--- src/rtl/sevseg_pkg.sv ---
// Shared constants, types and the digit-select helper for the seven-segment scan driver.
package sevseg_pkg;

  localparam logic [6:0] SEG_BLANK = 7'h7F;

  typedef logic [1:0] digit_t;

  localparam digit_t D_MIN_ONES = 2'd0;
  localparam digit_t D_MIN_TENS = 2'd1;
  localparam digit_t D_HR_ONES  = 2'd2;
  localparam digit_t D_HR_TENS  = 2'd3;

  // Field positions inside a 14-bit {tens, ones} encoded pair.
  localparam int unsigned TENS_HI = 13;
  localparam int unsigned TENS_LO = 7;
  localparam int unsigned ONES_HI = 6;
  localparam int unsigned ONES_LO = 0;

  typedef struct packed {
    logic [13:0] hr_seg;
    logic [13:0] min_seg;
    logic [3:0]  dp_mask;
    logic        blink_en;
    logic [1:0]  blink_sel;
  } shadow_t;

  localparam shadow_t SHADOW_RESET = '{
    hr_seg:    {SEG_BLANK, SEG_BLANK},
    min_seg:   {SEG_BLANK, SEG_BLANK},
    dp_mask:   4'h0,
    blink_en:  1'b0,
    blink_sel: 2'b00
  };

  function automatic logic [6:0] digit_code(input logic [13:0] hr, input logic [13:0] mn,
                                            input digit_t d);
    logic [6:0] code;
    code = SEG_BLANK;
    unique case (d)
      D_MIN_ONES: code = mn[ONES_HI:ONES_LO];
      D_MIN_TENS: code = mn[TENS_HI:TENS_LO];
      D_HR_ONES:  code = hr[ONES_HI:ONES_LO];
      D_HR_TENS:  code = hr[TENS_HI:TENS_LO];
    endcase
    return code;
  endfunction

endpackage

--- src/rtl/sevseg_tick_div.sv ---
// Free-running modulo-N counter with a one-cycle wrap strobe on its last count.
module sevseg_tick_div #(
  parameter int unsigned N = 10,
  parameter int unsigned W = (N > 1) ? $clog2(N) : 1
) (
  input  logic         clk_i,
  input  logic         reset_i,
  output logic [W-1:0] cnt_o,
  output logic         wrap_o
);

  localparam logic [W-1:0] Last = W'(N - 1);

  logic [W-1:0] cnt_d, cnt_q;

  assign wrap_o = (cnt_q == Last);
  assign cnt_d  = wrap_o ? '0 : cnt_q + W'(1);
  assign cnt_o  = cnt_q;

  always_ff @(posedge clk_i) begin
    if (reset_i) begin
      cnt_q <= '0;
    end else begin
      cnt_q <= cnt_d;
    end
  end

endmodule

--- src/rtl/sevseg_scan_driver.sv ---
// Four-digit multiplexed seven-segment scanner with per-slot blanking, frame-coherent input
// snapshot and pair blinking. All outputs are registered (one cycle behind the scan state).
module sevseg_scan_driver
  import sevseg_pkg::*;
#(
  parameter int unsigned CLK_HZ       = 100_000_000,
  parameter int unsigned REFRESH_HZ   = 1000,
  parameter int unsigned BLANK_CYCLES = 64,
  parameter int unsigned BLINK_HZ     = 2
) (
  input  logic        clk,
  input  logic        reset,
  input  logic [13:0] hr_seg,
  input  logic [13:0] min_seg,
  input  logic [3:0]  dp_mask,
  input  logic        blink_en,
  input  logic [1:0]  blink_sel,
  output logic [3:0]  an,
  output logic [6:0]  seg,
  output logic        dp,
  output logic        frame_tick
);

  localparam int unsigned DIV    = CLK_HZ / REFRESH_HZ;
  localparam int unsigned HP     = CLK_HZ / (2 * BLINK_HZ);
  localparam int unsigned SlotW  = (DIV > 1) ? $clog2(DIV) : 1;
  localparam int unsigned BlinkW = (HP > 1) ? $clog2(HP) : 1;

  localparam logic [SlotW-1:0] BlankEnd = SlotW'(BLANK_CYCLES);

  logic [SlotW-1:0]  slot_cnt;
  logic              slot_wrap;
  logic [BlinkW-1:0] unused_blink_cnt;
  logic              blink_wrap;

  digit_t  digit_d, digit_q;
  logic    blink_phase_d, blink_phase_q;
  shadow_t shadow_d, shadow_q;
  logic    snap;
  logic    blanked;

  logic [3:0] an_d, an_q;
  logic [6:0] seg_d, seg_q;
  logic       dp_d, dp_q;
  logic       frame_tick_d, frame_tick_q;

  sevseg_tick_div #(
    .N(DIV),
    .W(SlotW)
  ) u_slot_div (
    .clk_i  (clk),
    .reset_i(reset),
    .cnt_o  (slot_cnt),
    .wrap_o (slot_wrap)
  );

  // Only the wrap strobe of the blink timer matters; its count is deliberately dropped.
  sevseg_tick_div #(
    .N(HP),
    .W(BlinkW)
  ) u_blink_div (
    .clk_i  (clk),
    .reset_i(reset),
    .cnt_o  (unused_blink_cnt),
    .wrap_o (blink_wrap)
  );

  assign snap = (digit_q == D_MIN_ONES) && (slot_cnt == '0);

  // Digits 2/3 belong to the hours pair (blink_sel[1]), digits 0/1 to minutes (blink_sel[0]).
  assign blanked = shadow_q.blink_en & blink_phase_q &
                   (digit_q[1] ? shadow_q.blink_sel[1] : shadow_q.blink_sel[0]);

  always_comb begin
    digit_d       = digit_q;
    blink_phase_d = blink_phase_q;
    shadow_d      = shadow_q;
    if (slot_wrap) begin
      digit_d = digit_q + 2'd1;
    end
    if (blink_wrap) begin
      blink_phase_d = ~blink_phase_q;
    end
    if (snap) begin
      shadow_d = '{
        hr_seg:    hr_seg,
        min_seg:   min_seg,
        dp_mask:   dp_mask,
        blink_en:  blink_en,
        blink_sel: blink_sel
      };
    end
  end

  always_comb begin
    an_d         = 4'hF;
    seg_d        = SEG_BLANK;
    dp_d         = 1'b1;
    frame_tick_d = snap;
    if (slot_cnt >= BlankEnd) begin
      an_d = ~(4'b0001 << digit_q);
      if (!blanked) begin
        seg_d = digit_code(shadow_q.hr_seg, shadow_q.min_seg, digit_q);
        dp_d  = ~shadow_q.dp_mask[digit_q];
      end
    end
  end

  always_ff @(posedge clk) begin
    if (reset) begin
      digit_q       <= D_MIN_ONES;
      blink_phase_q <= 1'b0;
      shadow_q      <= SHADOW_RESET;
      an_q          <= 4'hF;
      seg_q         <= SEG_BLANK;
      dp_q          <= 1'b1;
      frame_tick_q  <= 1'b0;
    end else begin
      digit_q       <= digit_d;
      blink_phase_q <= blink_phase_d;
      shadow_q      <= shadow_d;
      an_q          <= an_d;
      seg_q         <= seg_d;
      dp_q          <= dp_d;
      frame_tick_q  <= frame_tick_d;
    end
  end

  assign an         = an_q;
  assign seg        = seg_q;
  assign dp         = dp_q;
  assign frame_tick = frame_tick_q;

endmodule

--- config.mk ---
export PLATFORM = sky130hd
export DESIGN_NAME = sevseg_scan_driver
export DESIGN_NICKNAME = d
export VERILOG_FILES = /design/src/rtl/sevseg_pkg.sv /design/src/rtl/sevseg_tick_div.sv /design/src/rtl/sevseg_scan_driver.sv
export SDC_FILE = /design/constraint.sdc
export NUM_CORES = 1
export LEC_CHECK = 0
export CORE_ASPECT_RATIO = 0.8
export CORE_MARGIN = 5
export CORE_UTILIZATION = 57
export CTS_BUF_LIST = sky130_fd_sc_hd__clkbuf_8
export DETAILED_ROUTE_END_ITERATION = 16
export PLACE_DENSITY_LB_ADDON = 0.1
export SETUP_SLACK_MARGIN = 0.1
export SLEW_MARGIN = 10
export SYNTH_ARGS = -nofsm -noshare
export SYNTH_HDL_FRONTEND = slang
export SYNTH_SLANG_ARGS = --single-unit
--- constraint.sdc ---
create_clock -name clk -period 2.25 [get_ports clk]
set_input_delay 0.3375 -clock clk [delete_from_list [all_inputs] [get_ports clk]]
set_output_delay 0.3375 -clock clk [all_outputs]
set_load 0.005 [all_outputs]
Word-level counts from Yosys, hierarchy flattened
Index checks and enable logic that the tools add are counted.

Register bits: 93. Bits of input ports: 37. Output and inout bits: 13. Logic and storage cells: 41.

$add $sub $neg: 3. $lt $le $gt $ge: 2. Eq/ne operators: 5. Shifts and indexed selects: 1. Multiplexer cells: 4. Bitwise logic cells: 6. Reductions and logical operators: 7.

Operators with widths (number): one-hot mux 7 bit (4 select lines) (1); adder 25 x 1 -> 25 bit (second input constant) (1); == test 25 bit (second input constant) (1); adder 17 x 1 -> 17 bit (second input constant) (1); == test 17 bit (second input constant) (1); greater-or-equal comparator 17 x 7 -> 1 bit (second input constant) (1); logical NOT 17 bit (1); OR reduction 2 bit (3); == test 2 bit (second input constant) (2); inverter 4 bit (1); << shifter 1 x 2 -> 4 bit (first input constant) (1); < comparator 2 x 3 -> 1 bit (second input constant) (1); inverter 1 bit (3); OR reduction 3 bit (1); adder 2 x 1 -> 2 bit (second input constant) (1); AND 1 bit (2); binary-select mux 1 bit (select 2 bit) (1); == test 2 x 1 -> 1 bit (second input constant) (1); logical NOT 2 bit (1); two-way mux 1 bit (2); logical AND 1 bit (1).

Longest topological paths before layout
Depth after elaboration: 3. Gate-level depth with buffers: 8. Gate-level depth less buffers: 6.

By module
Synthesis repeated with hierarchy kept, for this count alone.

Cell total of the unflattened synthesis: 456. Area total of the unflattened synthesis: 4182.8 µm².

By module, submodules not included: sevseg_scan_driver (instances 1, cells an instance 230, area an instance 2162.1 µm², seq. area each 1021.0 µm²); sevseg_tick_div at u_blink_div (instances 1, cells an instance 138, area an instance 1223.7 µm², seq. area each 500.5 µm²); sevseg_tick_div at u_slot_div (instances 1, cells an instance 88, area an instance 797.0 µm², seq. area each 340.3 µm²).

Worst setup path after synthesis
No wires, ideal clock.

Path kind: register -> register. From: register u_blink_div.cnt_q[0], in the netlist u_blink_div.cnt_o[0]. To: register u_blink_div.cnt_q[18], in the netlist u_blink_div.cnt_o[18]. Setup time: 70 ps. Data arrival time: 1954 ps. Data required time: 2180 ps. Slack: 226 ps. Cell stages (with the launch flop): 7. Path buffers: 1. Period minus slack after synthesis: 2024 ps. Cells stage by stage: dfxtp_1 -> ha_1 -> nand3_1 -> or4_1 -> clkbuf_1 -> or4_1 -> a21oi_1.

Word-level cells in the longest chain between the ends: 2. Elaborated cells between the ends (all ways): 3. Those cells by class: add/sub: 1; eq/ne: 1; reduce/logical: 1.

Ends and longest elaborated chain: start, declared (line sevseg_tick_div.sv:14) `logic [W-1:0] cnt_d, cnt_q;`; start signal, assigned (line sevseg_tick_div.sv:24) `cnt_q <= cnt_d;`; parallel branches: the longest is 2 deep, another holds adder 25 x 1 -> 25 bit.

Several ways; the timed one is not identified. A chain may end at the register's enable or synchronous reset.

Final worst setup path
From: register u_slot_div.cnt_q[6], in the netlist u_slot_div.cnt_o[6]. To: register u_slot_div.cnt_q[8], in the netlist u_slot_div.cnt_o[8].

Word-level cells in the longest chain between the ends: 2. Elaborated cells between the ends (all ways): 3. Those cells by class: add/sub: 1; eq/ne: 1; reduce/logical: 1.

Ends and longest elaborated chain (line): start, declared (sevseg_tick_div.sv:14); start signal, assigned (sevseg_tick_div.sv:24); parallel branches: the longest is 2 deep, another holds adder 17 x 1 -> 17 bit.

Several ways; the timed one is not identified.

==> key figures <==
Worst setup path
  – Max stage delay on crit path: 0.64 ns
  – Type of element capturing the critical path: flop
  – Worst setup startpoint: u_slot_div.cnt_o[6]$_SDFF_PP0_
  – Gate family responsible for the most delay along the worst path: simple AND/OR/NAND/NOR gates
  – Arrival time of data at the critical path endpoint: 2.34 ns
  – Required time of the worst setup path: 2.50 ns
  – Number of logic stages on the critical path including buffering: 5
  – Crit path buf inv count: 1
  – CP Class: flop to flop
  – CP Cell Sequence: or4_1 -> or4_4 -> o21bai_4 -> buf_12 -> nor2_1
  – RR Startpoint: u_slot_div.cnt_o[6]$_SDFF_PP0_
  – Peak fanout along the critical path: 16
  – Critical Path Start Type: flop
  – Path depth of the worst reg2reg path: 5
  – Critical-path cell with the highest stage delay: or4_1

Cells and area
  – Most common library cell in the layout ignoring fill and taps: dfxtp_1
  – NumNets Final: 527
  – Post-route core utilization: 70.5%
  – Signed area change from the synthesized netlist to the final layout: 21.4%
  – Fillcell total: 523
  – Ratio of cells with drive above 1 in the final layout: 9.63%
  – Most frequent cells in the layout: dfxtp_1 (92), clkdlybuf4s50_1 (49), nor2_1 (37)
  – Final Instance Area: 0.00484 mm2
  – Antenna cell count: 0

Yosys
  – Simple-gate portion of the synthesized area: 24.5%
  – Compound-Gate Fraction of Synth Area: 15.6%
  – Synthesized cell area: 0.00398 mm2
  – Post-synthesis register bit count: 93
  – Share of synthesized cell area in full adder, half adder and majority cells: 2.20%
  – Synthesized netlist cell count: 437
  – Post-synth EDFFs: 0
  – Post-Synthesis Mean Instance Area: 9.12 um2
  – Unique masters post-synth: 39
  – Primary flip-flop cell chosen by synthesis mapping: dfxtp_1
  – Number of synthesis warnings: 0
  – Post-synth ARST share: 0%
  – Xor and xnor fraction of the mapped netlist area: 5.72%
  – Synth Net Count: 481
  – Register area share after synthesis: 46.7%
  – Fraction of synthesized area in multiplexers: 0.848%
  – Combinational family with the most area after synthesis: simple AND/OR/NAND/NOR gates

Route
  – Via count: 3377
  – Number of vias per cell: 5.87
  – DRC violations left: 0
  – Routed wire per std cell: 16.3 um
  – Number of DRC markers in iteration 0: 201
  – Remaining antenna violation count after routing: 0
  – First-pass detailed-route iteration total: 5
  – Overall routed net length: 9.35 mm

Clock network
  – TritonCTS clock tree: built
  – H-tree depth: 3
  – Number of buffers created by CTS: 9
  – Clock-pin slew reported for the worst setup and hold paths after clock tree synthesis: 0.09 ns
  – Clock tree sinks: 93
  – Master cell of the clock root buffer: clkbuf_8
  – Insertion delay to the later sink of the worst-skew pair: 0.36 ns
  – CTS max path bufs: 2

Timing
  – Final worst path period need: 2.09 ns
  – Final setup margin: 0.157 ns
  – Portion of the clock cycle consumed by the worst path in the final layout: 93.0%
  – Fin. Hold Viols: 0
  – Worst-Margin Slew: 0.657 ns
  – Final setup TNS: 0 ns
  – Setup repair after global routing missed its margin: true
  – Worst clock skew: 0.0115 ns
  – Headroom to the max-slew limit: 56.2%
  – Setup violators final: 0
  – Fmax: 0.478 GHz
  – Number of pins exceeding their max-slew limit in the final report: 0

Floorplan
  – Number of core rows: 27
  – Chip width: 103 um
  – Area enclosed by the die boundary: 0.00877 mm2
  – Placeable core region: 0.00686 mm2
  – Starting Density: 58.1%
  – Vertical die dimension: 84.8 um
  – I/O pin total: 50

Global routing
  – Maximum number of pins on one net before global-route repair: 46
  – Global-route wire length before repair: 16.0 mm
  – All-Layer GR Usage: 22.6%
  – Antenna violations before repair: 0
  – Number of global-route vias before repair: 3402
  – Total global routing overflow: 0

Power
  – Total power of the final layout: 3260 uW
  – Areal power density over the cells: 674 mW/mm2
  – Peak supply drop: 0.481 mV
  – Static leakage power: 0.00181 uW

Place
  – DP Area: 0.00458 mm2
  – Pre-CTS setup slack: 0.0913 ns
  – Port buffer count: 49
  – Global placement routability congestion: 0.873
  – Post-detailed-placement half-perimeter wirelength: 6.38 mm

Worst hold path
  – Worst Hold Class: flop to flop
  – Hold_sp: shadow_q[10]$_SDFFE_PP1P_
  – Depth of the worst hold-timing path: 1

Run
  – Maxcap violations: 0

Status
  – Run status: finished clean
==> sequential cells by signal (all words and copies together) (netlist names) <==
signal / cells
digit_q: 2
frame_tick: 1
dp: 1
seg: 7
u_blink_div.cnt_o: 25
blink_phase_q: 1
u_slot_div.cnt_o: 17
shadow_q: 35
an: 4
==> layer usage <==
layer / vias to the layer above / track usage (%) / wire length (um) / part of all wire [%]
met3: 16 / 5.90 / 556 / 5.9
met2: 82 / 35.3 / 4410 / 47
li1: 1684 / - / - / -
met1: 1595 / 29.7 / 4250 / 45
met4: 0 / 8.71 / 129 / 1.4
met5: - / 0 / 0 / 0
==> cells by family (layout without fill, tap and decap cells) <==
logic type,after synthesis,in the layout
AND/OR/NAND/NOR,177,177
flip-flops,93,93
AO/OA/AOI/OAI,89,89
buffers and inverters,43,94
XOR/XNOR,26,26
adder cells (fa/ha/maj),7,7
multiplexers,2,2
==> per-stage QoR <==
step | hold slack, ns | instances
after floorplan | 0.430 | 437
after global routing | 0.491 | 575
final | 0.468 | 575
after detailed placement | 0.446 | 558
after global placement | 0.438 | 558
after CTS | 0.467 | 575
==> where the power goes <==
group | switching [uW] | leakage [uW] | internal (uW)
clock | 579 | 0.000102 | 574
sequential | 51.6 | 0.000761 | 1730
combinational | 144 | 0.000945 | 181
total | 775 | 0.00181 | 2490
==> cell type report <==
| cell class | instances | area (um2) | share of cell area (%) |
|---|---|---|---|
| Multi-Input combinational cell | 301 | 1980 | 40.8 |
| Sequential cell | 93 | 1860 | 38.5 |
| Timing Repair Buffer | 65 | 631 | 13.0 |
| Clock buffer | 11 | 151 | 3.13 |
| Tap cell | 87 | 109 | 2.25 |
| Clock inverter | 5 | 58.8 | 1.22 |
| Inverter | 13 | 48.8 | 1.01 |
==> what timing repair did <==
item,CTS,global route
setup buffers,1,0
setup endpoints to repair,11,50
resized for setup,0,8
hold buffers,0,0
pin swaps,1,1
endpoints found under the hold margin,0,0
==> path summary, 6_finish.rpt <==
path / slack (ns) / endpoint
worst max-delay path: 0.16 / u_slot_div.cnt_o[8]$_SDFF_PP0_
worst min-delay path: 0.47 / shadow_q[10]$_SDFFE_PP1P_
worst max register to register: 0.16 / u_slot_div.cnt_o[8]$_SDFF_PP0_
worst min register to register: 0.47 / shadow_q[10]$_SDFFE_PP1P_
==> synthesized netlist by cell type (8+ instances only) <==
library cell / count / share of area (%)
nand4_1: 11 / 1.7
dfxtp_1: 93 / 47
clkbuf_1: 19 / 1.8
or4_1: 11 / 2.1
inv_1: 13 / 1.2
xor2_1: 8 / 1.8
a211o_1: 28 / 6.2
nand3_1: 21 / 2.6
buf_2: 9 / 1.1
nand2_1: 32 / 3.0
and3_1: 30 / 4.7
o21ai_0: 24 / 3.0
xnor2_1: 18 / 4.0
nor2_1: 37 / 3.5
a21oi_1: 21 / 2.6
==> worst reg2reg max path, delay by kind of cell, from the launching register on <==
kind | cells | cell delay (ns)
AND/OR/NAND/NOR | 3 | 1.29
flip-flops | 1 | 0.37
AO/OA/AOI/OAI | 1 | 0.18
buffers and inverters | 1 | 0.16
Power figures use the tool's default switching activity.
